## config.mk

```make
export PLATFORM = sky130hd
export DESIGN_NAME = tcm_port_arbiter
export DESIGN_NICKNAME = d
export VERILOG_FILES = /design/src/rtl/tcm_arb_pkg.sv /design/src/rtl/tcm_arb_starve_cnt.sv /design/src/rtl/tcm_port_arbiter.sv
export SDC_FILE = /design/constraint.sdc
export NUM_CORES = 1
export LEC_CHECK = 0
export CORE_MARGIN = 2
export CORE_UTILIZATION = 45
export CTS_BUF_LIST = sky130_fd_sc_hd__clkbuf_8
export DETAILED_ROUTE_END_ITERATION = 8
export DONT_BUFFER_PORTS = 1
export PLACE_DENSITY_LB_ADDON = 0.15
export SLEW_MARGIN = 15
export SYNTH_ARGS = -nofsm -noshare
export SYNTH_HDL_FRONTEND = slang
export SYNTH_HIERARCHICAL = 1
export SYNTH_SLANG_ARGS = --single-unit
```

## constraint.sdc

```tcl
create_clock -name sysclk -period 2.6 [get_ports sysclk]
set_input_delay 0.52 -clock sysclk [delete_from_list [all_inputs] [get_ports sysclk]]
set_output_delay 0.52 -clock sysclk [all_outputs]
set_load 0.005 [all_outputs]
```

## src/rtl/tcm_arb_pkg.sv

```systemverilog
// Shared encodings for the TCM port arbiter: FSM states, source selects and
// the replay hold register layout.
package tcm_arb_pkg;

  localparam int TCM_AW = 17;

  localparam logic [1:0] ST_NORM    = 2'd0;
  localparam logic [1:0] ST_FORCE_B = 2'd1;
  localparam logic [1:0] ST_REPLAY  = 2'd2;

  localparam logic [1:0] SEL_NONE = 2'd0;
  localparam logic [1:0] SEL_A    = 2'd1;
  localparam logic [1:0] SEL_HOLD = 2'd2;
  localparam logic [1:0] SEL_B    = 2'd3;

  // The hold address is TCM_AW wide, so the arbiter's AW must equal TCM_AW.
  typedef struct packed {
    logic [TCM_AW-1:0] addr;
    logic [3:0]        wen;
    logic [31:0]       wdata;
  } hold_t;

endpackage

```

## src/rtl/tcm_arb_starve_cnt.sv

```systemverilog
// Saturating count of consecutive denied port-B cycles. limit_next flags that
// the count reaches STARVE_LIMIT at the next edge, so the forced slot lands on
// the cycle right after the last permitted denial.
module tcm_arb_starve_cnt #(
  parameter int STARVE_LIMIT = 8,
  parameter int CW           = 4
) (
  input  logic          sysclk,
  input  logic          RSTn,
  input  logic          b_req,
  input  logic          b_gnt,
  output logic [CW-1:0] cnt,
  output logic          limit_next
);

  localparam logic [CW-1:0] LIMIT = CW'(STARVE_LIMIT);

  logic [CW-1:0] cnt_reg;
  logic [CW-1:0] cnt_next;

  always_comb begin
    cnt_next = cnt_reg;
    if (!b_req || b_gnt) begin
      cnt_next = '0;
    end else if (cnt_reg != LIMIT) begin
      cnt_next = cnt_reg + CW'(1);
    end
  end

  assign limit_next = (cnt_next == LIMIT);
  assign cnt        = cnt_reg;

  always_ff @(posedge sysclk or negedge RSTn) begin
    if (!RSTn) begin
      cnt_reg <= '0;
    end else begin
      cnt_reg <= cnt_next;
    end
  end

endmodule

```

## src/rtl/tcm_port_arbiter.sv

```systemverilog
// Shares one single-port TCM between the CPU bridge (port A, priority) and a
// secondary master (port B) that gets idle cycles plus a forced starvation slot.
module tcm_port_arbiter
  import tcm_arb_pkg::*;
#(
  parameter int AW           = TCM_AW,
  parameter int STARVE_LIMIT = 8,
  parameter int CW           = 4
) (
  input  logic          sysclk,
  input  logic          RSTn,
  input  logic          a_cs,
  input  logic [AW-1:0] a_addr,
  input  logic [3:0]    a_wen,
  input  logic [31:0]   a_wdata,
  output logic [31:0]   a_rdata,
  output logic          a_stall,
  input  logic          b_req,
  input  logic [AW-1:0] b_addr,
  input  logic [3:0]    b_wen,
  input  logic [31:0]   b_wdata,
  output logic          b_gnt,
  output logic [31:0]   b_rdata,
  output logic          b_rvalid,
  output logic          sram_cs,
  output logic [AW-1:0] sram_addr,
  output logic [3:0]    sram_wen,
  output logic [31:0]   sram_wdata,
  input  logic [31:0]   sram_rdata,
  output logic          arb_err
);

  logic [1:0]    state_reg;
  logic [1:0]    state_next;
  logic [1:0]    sel;
  hold_t         hold_reg;
  logic          a_stall_reg;
  logic          b_rvalid_reg;
  logic          arb_err_reg;
  logic [CW-1:0] cnt;
  logic          force_next;

  tcm_arb_starve_cnt #(
    .STARVE_LIMIT (STARVE_LIMIT),
    .CW           (CW)
  ) u_starve_cnt (
    .sysclk     (sysclk),
    .RSTn       (RSTn),
    .b_req      (b_req),
    .b_gnt      (b_gnt),
    .cnt        (cnt),
    .limit_next (force_next)
  );

  // Source selection; gated by RSTn so the TCM sees nothing while reset is held.
  always_comb begin
    sel        = SEL_NONE;
    b_gnt      = 1'b0;
    state_next = state_reg;
    if (RSTn) begin
      case (state_reg)
        ST_REPLAY: begin
          sel        = SEL_HOLD;
          state_next = ST_NORM;
        end
        ST_FORCE_B: begin
          b_gnt      = 1'b1;
          sel        = b_req ? SEL_B : SEL_NONE;
          state_next = a_cs ? ST_REPLAY : ST_NORM;
        end
        default: begin
          if (a_cs) begin
            sel = SEL_A;
          end else if (b_req) begin
            sel   = SEL_B;
            b_gnt = 1'b1;
          end
          if (b_req && force_next) begin
            state_next = ST_FORCE_B;
          end
        end
      endcase
    end
  end

  always_comb begin
    sram_cs    = 1'b0;
    sram_addr  = '0;
    sram_wen   = 4'b0;
    sram_wdata = 32'b0;
    case (sel)
      SEL_A: begin
        sram_cs    = 1'b1;
        sram_addr  = a_addr;
        sram_wen   = a_wen;
        sram_wdata = a_wdata;
      end
      SEL_HOLD: begin
        sram_cs    = 1'b1;
        sram_addr  = hold_reg.addr;
        sram_wen   = hold_reg.wen;
        sram_wdata = hold_reg.wdata;
      end
      SEL_B: begin
        sram_cs    = 1'b1;
        sram_addr  = b_addr;
        sram_wen   = b_wen;
        sram_wdata = b_wdata;
      end
      default: ;
    endcase
  end

  always_ff @(posedge sysclk or negedge RSTn) begin
    if (!RSTn) begin
      state_reg    <= ST_NORM;
      hold_reg     <= '0;
      a_stall_reg  <= 1'b0;
      b_rvalid_reg <= 1'b0;
      arb_err_reg  <= 1'b0;
    end else begin
      state_reg    <= state_next;
      a_stall_reg  <= (state_next == ST_REPLAY);
      b_rvalid_reg <= b_req && b_gnt && (b_wen == 4'b0);
      // A live access during a stall is dropped by the mux above; only flag it.
      if (a_cs && a_stall_reg) begin
        arb_err_reg <= 1'b1;
      end
      if (state_reg == ST_FORCE_B && a_cs) begin
        hold_reg <= '{addr: a_addr, wen: a_wen, wdata: a_wdata};
      end
    end
  end

  assign a_rdata  = sram_rdata;
  assign b_rdata  = sram_rdata;
  assign a_stall  = a_stall_reg;
  assign b_rvalid = b_rvalid_reg;
  assign arb_err  = arb_err_reg;

endmodule

```

# Word-level counts from Yosys, hierarchy flattened
# Index checks and enable logic that the tools add are counted.
[totals]
ff_bits = 62
in_bits = 142
out_inout_bits = 122
elab_cells = 44
[classes]
addsub = 1
n_eq_ne = 8
mux = 18
n_reduce_logical = 9
[ops]
columns = ["operator", "count"]
rows = [
  ["$pmux W32 S3", 1],
  ["$pmux W17 S3", 1],
  ["$mux W2", 6],
  ["$pmux W4 S3", 1],
  ["$eq A2 B2 Y1 const B", 4],
  ["$mux W4", 2],
  ["$pmux W2 S2", 2],
  ["$logic_and A1 B1 Y1", 5],
  ["$add A4 B1 Y4 const B", 1],
  ["$eq A2 B1 Y1 const B", 2],
  ["$eq A4 B4 Y1 const B", 1],
  ["$logic_not A4 Y1", 1],
  ["$mux W1", 4],
  ["$ne A4 B4 Y1 const B", 1],
  ["$reduce_or A3 Y1", 1],
  ["$pmux W1 S2", 1],
  ["$logic_not A1 Y1", 1],
  ["$logic_or A1 B1 Y1", 1],
]

# Depth between registers and ports, before layout
[depth]
word_depth = 12
mapped_depth = 9
ltp_nobuf = 9

# Cells and area by module
# The synthesis kept the hierarchy.
[by_module_without_submodules]
columns = ["module", "n_inst", "cells_per_inst", "area_each_um2", "seq_area_each_um2"]
rows = [
  ["tcm_port_arbiter", 1, 394, 4346.7, 1451.4],
  ["tcm_arb_starve_cnt", 1, 25, 239.0, 100.1],
]

# Least setup slack after synthesis
# No wires, ideal clock.
[synth_path]
path_kind = "reg2out"
start = "register state_reg[0]"
end = "output port sram_addr[7]"
arrival_ps = 1729
required_ps = 2080
slack_ps = 351
stages_incl_launch_ff = 9
n_path_buf = 2
cell_sequence = "dfrtp_1 -> inv_1 -> ha_1 -> nor2_1 -> nor2_4 -> and2_1 -> buf_4 -> buf_6 -> a211oi_1"
[synth_via]
elab_chain_cells = 5
word_cells_on_any_way = 8
classes_between = "5 x eq/ne; 3 x mux"
[synth_lines]
columns = ["item", "line_no", "rtl"]
rows = [
  ["start: declaration", "tcm_port_arbiter.sv:33", "logic [1:0] state_reg;"],
  ["start signal: assignment", "tcm_port_arbiter.sv:122", "state_reg <= state_next;"],
  ["$eq A2 B1 Y1 / $eq A2 B2 Y1 (equally long branches)", "tcm_port_arbiter.sv:61", "case (state_reg)"],
  ["$pmux W2 S2 *", "tcm_port_arbiter.sv:61", ""],
  ["$mux W2 *", "tcm_port_arbiter.sv:60", "if (RSTn) begin"],
  ["$eq A2 B2 Y1 / $eq A2 B1 Y1 (equally long branches)", "tcm_port_arbiter.sv:91", "case (sel)"],
  ["$pmux W17 S3 *", "tcm_port_arbiter.sv:91", ""],
  ["end: declaration", "tcm_port_arbiter.sv:26", "output logic [AW-1:0] sram_addr,"],
]
# Every way passes the cells marked *; elsewhere a longest branch is shown, timed or not.

# Worst setup path in the final report
[layout_path]
start = "register state_reg[1]"
end = "output port sram_wdata[12]"
[layout_via]
elab_chain_cells = 5
word_cells_on_any_way = 8
classes_between = "5 x eq/ne; 3 x mux"
[layout_lines]
columns = ["item", "line_no", "rtl"]
rows = [
  ["$eq A2 B1 Y1 / $eq A2 B2 Y1 (equally long branches)", "tcm_port_arbiter.sv:61", ""],
  ["$pmux W2 S2 *", "tcm_port_arbiter.sv:61", ""],
  ["$mux W2 *", "tcm_port_arbiter.sv:60", ""],
  ["$eq A2 B2 Y1 / $eq A2 B1 Y1 (equally long branches)", "tcm_port_arbiter.sv:91", ""],
  ["$pmux W32 S3 *", "tcm_port_arbiter.sv:91", ""],
  ["end: declaration", "tcm_port_arbiter.sv:28", "output logic [31:0] sram_wdata,"],
]
# Marked as above.

==> impl_metrics.env <==
export IMPL_fmaxAchievable_ghz=0.396
export IMPL_worstPathArrival_ps=2010
export IMPL_drive_gt1_frac=0.431
export IMPL_io_buffers=0
export IMPL_hp_class="in -> async"
export IMPL_place_area_mm2=0.00419
export IMPL_postSynthCellCount=419
export IMPL_die_area_mm2=0.0110
export IMPL_drt_pass1_iterations=4
export IMPL_synth_seq_cells=62
export IMPL_avgSynthCellArea_um2=10.9
export IMPL_ant_nets=0
export IMPL_synthDistinctLibCells=36
export IMPL_syn_cell_area_mm2=0.00459
export IMPL_worstMarginPinSlew_ps=418
export IMPL_root_buffer="clkbuf_8"
export IMPL_ios=264
export IMPL_place_ws_ps=272
export IMPL_r2r_start="state_reg[1]$_DFF_PN0_"
export IMPL_area_delta_synth_final_pct=3.90
export IMPL_grtUsageTotal=0.200
export IMPL_synth_net_count=565
export IMPL_dr_total_vias=2856
export IMPL_setup_viol=0
export IMPL_crit_required_ps=2080
export IMPL_design_area_mm2=0.00476
export IMPL_h_tree_depth=3
export IMPL_antenna_found_initial=0
export IMPL_clk_path_buf_depth=2
export IMPL_die_height_um=105
export IMPL_cts_tree="done"
export IMPL_numCtsBuffers=9
export IMPL_place_inst=471
export IMPL_layoutNonFillerInstCount=495
export IMPL_rows=36
export IMPL_drt_iter0_drc=71
export IMPL_grt_pass1_wl_mm=17.1
export IMPL_critical_path_endpoint_type="primary output"
export IMPL_status="complete, no violations"
export IMPL_slew_limit_headroom=0.719
export IMPL_die_w_um=105
export IMPL_first_global_vias=2972
export IMPL_grt_start_max_net_pins=63
export IMPL_via_per_inst=5.77
export IMPL_final_max_slew_viol_count=0
export IMPL_setup_slack_ps=73.4
export IMPL_hpwl_mm=7.92
export IMPL_path_max_fanout=10
export IMPL_largest_reg_flops=53
export IMPL_ir_worst_vdd_v=0.000216
export IMPL_rsz0062_at_grt="yes"
export IMPL_p_leak_nw=2.06
export IMPL_synth_seq_area_share=0.338
export IMPL_cts_sinks=62
export IMPL_power_density_mw_per_mm2=571
export IMPL_wl_mm=11.5
export IMPL_path_clk_slew_ps=70
export IMPL_drt_wirelength_per_cell_um=23.3
export IMPL_period_minus_slack_ps=2530
export IMPL_synth_top_area_frac=0.338
export IMPL_n_antenna_cell=0
export IMPL_drc_errors=0
export IMPL_yosysWarningCount=6
export IMPL_gp_congestion=0.739
export IMPL_num_nets_final=503
export IMPL_period_share=0.972
export IMPL_skew_ps=8.54
export IMPL_clk_latency_ps=340
export IMPL_start_util=0.467
export IMPL_yosys_top_cells_area="dfrtp_1 (34%), a211oi_2 (13%), mux2_2 (13%)"
export IMPL_cp_start_kind="register"
export IMPL_core_area_mm2=0.00982
export IMPL_startpoint="state_reg[1]$_DFF_PN0_"
export IMPL_post_synth_top_area_cell="dfrtp_1"
export IMPL_hold_violations=0
export IMPL_drv_cap=0
export IMPL_totalNegativeSetupSlack_ps=0
export IMPL_path_class="reg -> out"
export IMPL_grt_ovfl_total=0
==> cell usage after synthesis, drive strengths merged <==
| cell | count |
|---|---|
| buf | 86 |
| dfrtp | 62 |
| nor2 | 60 |
| mux2i | 54 |
| a211oi | 53 |
| mux2 | 53 |
| nand2 | 9 |
| inv | 8 |
| clkbuf | 5 |
| ha | 4 |
| and2 | 3 |
| a21oi | 2 |
| and3 | 2 |
| nand2b | 2 |
| nand3 | 2 |
| nor4 | 2 |
| o21ai | 2 |
| o22ai | 2 |
| a21boi | 1 |
| a21o | 1 |
| nand4 | 1 |
| nor4b | 1 |
| o311ai | 1 |
| or3 | 1 |
| xnor2 | 1 |
| xor2 | 1 |
==> cells by family after synthesis <==
family | synth area share
fa+ha+maj | 0.0109
mux | 0.248
compound gates | 0.158
flops | 0.338
buf+inv | 0.162
xor+xnor | 0.00382
simple gates | 0.0789
==> report_power, final <==
group / switching (W) / internal [W] / total, W
clock network: 0.000382 / 0.000487 / 0.000869
logic: 0.000343 / 0.000309 / 0.000652
registers: 0.0000808 / 0.00112 / 0.00120
==> cell usage in the layout (no fill, tap or decap), drive strengths merged, types with 3 or more instances in the layout <==
cell type   n
clkinv      3
inv         9
mux2i      54
dfrtp      62
nor2       60
ha          4
and2        3
mux2       53
buf        16
clkbuf     13
nand2       9
a211oi     53
==> area by class of cell <==
class                           instances  area (um2)
Clock buffer                           11         151
Clock inverter                          5        48.8
Fill cell                             953        5050
Inverter                                8        30.0
Multi-Input combinational cell        258        2540
Sequential cell                        62        1550
Tap cell                              133         166
Timing Repair Buffer                   18         279
==> metrics by stage <==
step | power, W | hold WS, ps | util
final | 0.00272 | 49.7 | 0.485
after global routing | 0.00286 | 57.5 | 0.485
after CTS | 0.00266 | 57.6 | 0.460
after detailed placement | 0.00175 | 226 | 0.426
after global placement | 0.00173 | 226 | 0.426
after floorplan | 0.00174 | 224 | -
==> critical path, cell delays in order (launching register included) <==
cell and delay [ps]:
dfrtp_1 420, ha_4 340, buf_6 120, nor2_1 40
nand2_1 90, o311ai_4 120, buf_6 150, buf_16 160
a211oi_4 230
==> worst paths after layout <==
kind                                       endpoint  slack (ps)  cells past startpoint
max reg2reg                       a_stall$_DFF_PN0_         480                      9
max                                  sram_wdata[12]          70                      8
min                        hold_reg[41]$_DFFE_PN0P_          50                      1
min reg2reg                     arb_err$_DFFE_PN0P_         490                      1
max in group asynchronous  hold_reg[15]$_DFFE_PN0P_        2270                      1
min in group sysclk             arb_err$_DFFE_PN0P_         300                      1
==> what timing repair did <==
action,in CTS,in global routing
gates cloned,1,2
gates resized for setup,9,33
setup endpoints to repair,53,52
setup buffers,4,1
hold endpoints to repair,62,0
hold buffers,1,0
pin swaps,1,7
==> layer usage <==
layer  global-route usage  share of wire  up-vias  routed length [um]
met2                0.353           0.52      134                5990
met3               0.0730          0.078       23                 901
li1                     -              -     1268                   -
met1                0.216           0.38     1431                4370
met5                    0              0        -                   0
met4               0.0819          0.022        0                 255
No activity file was read; power rests on OpenSTA's default activity.
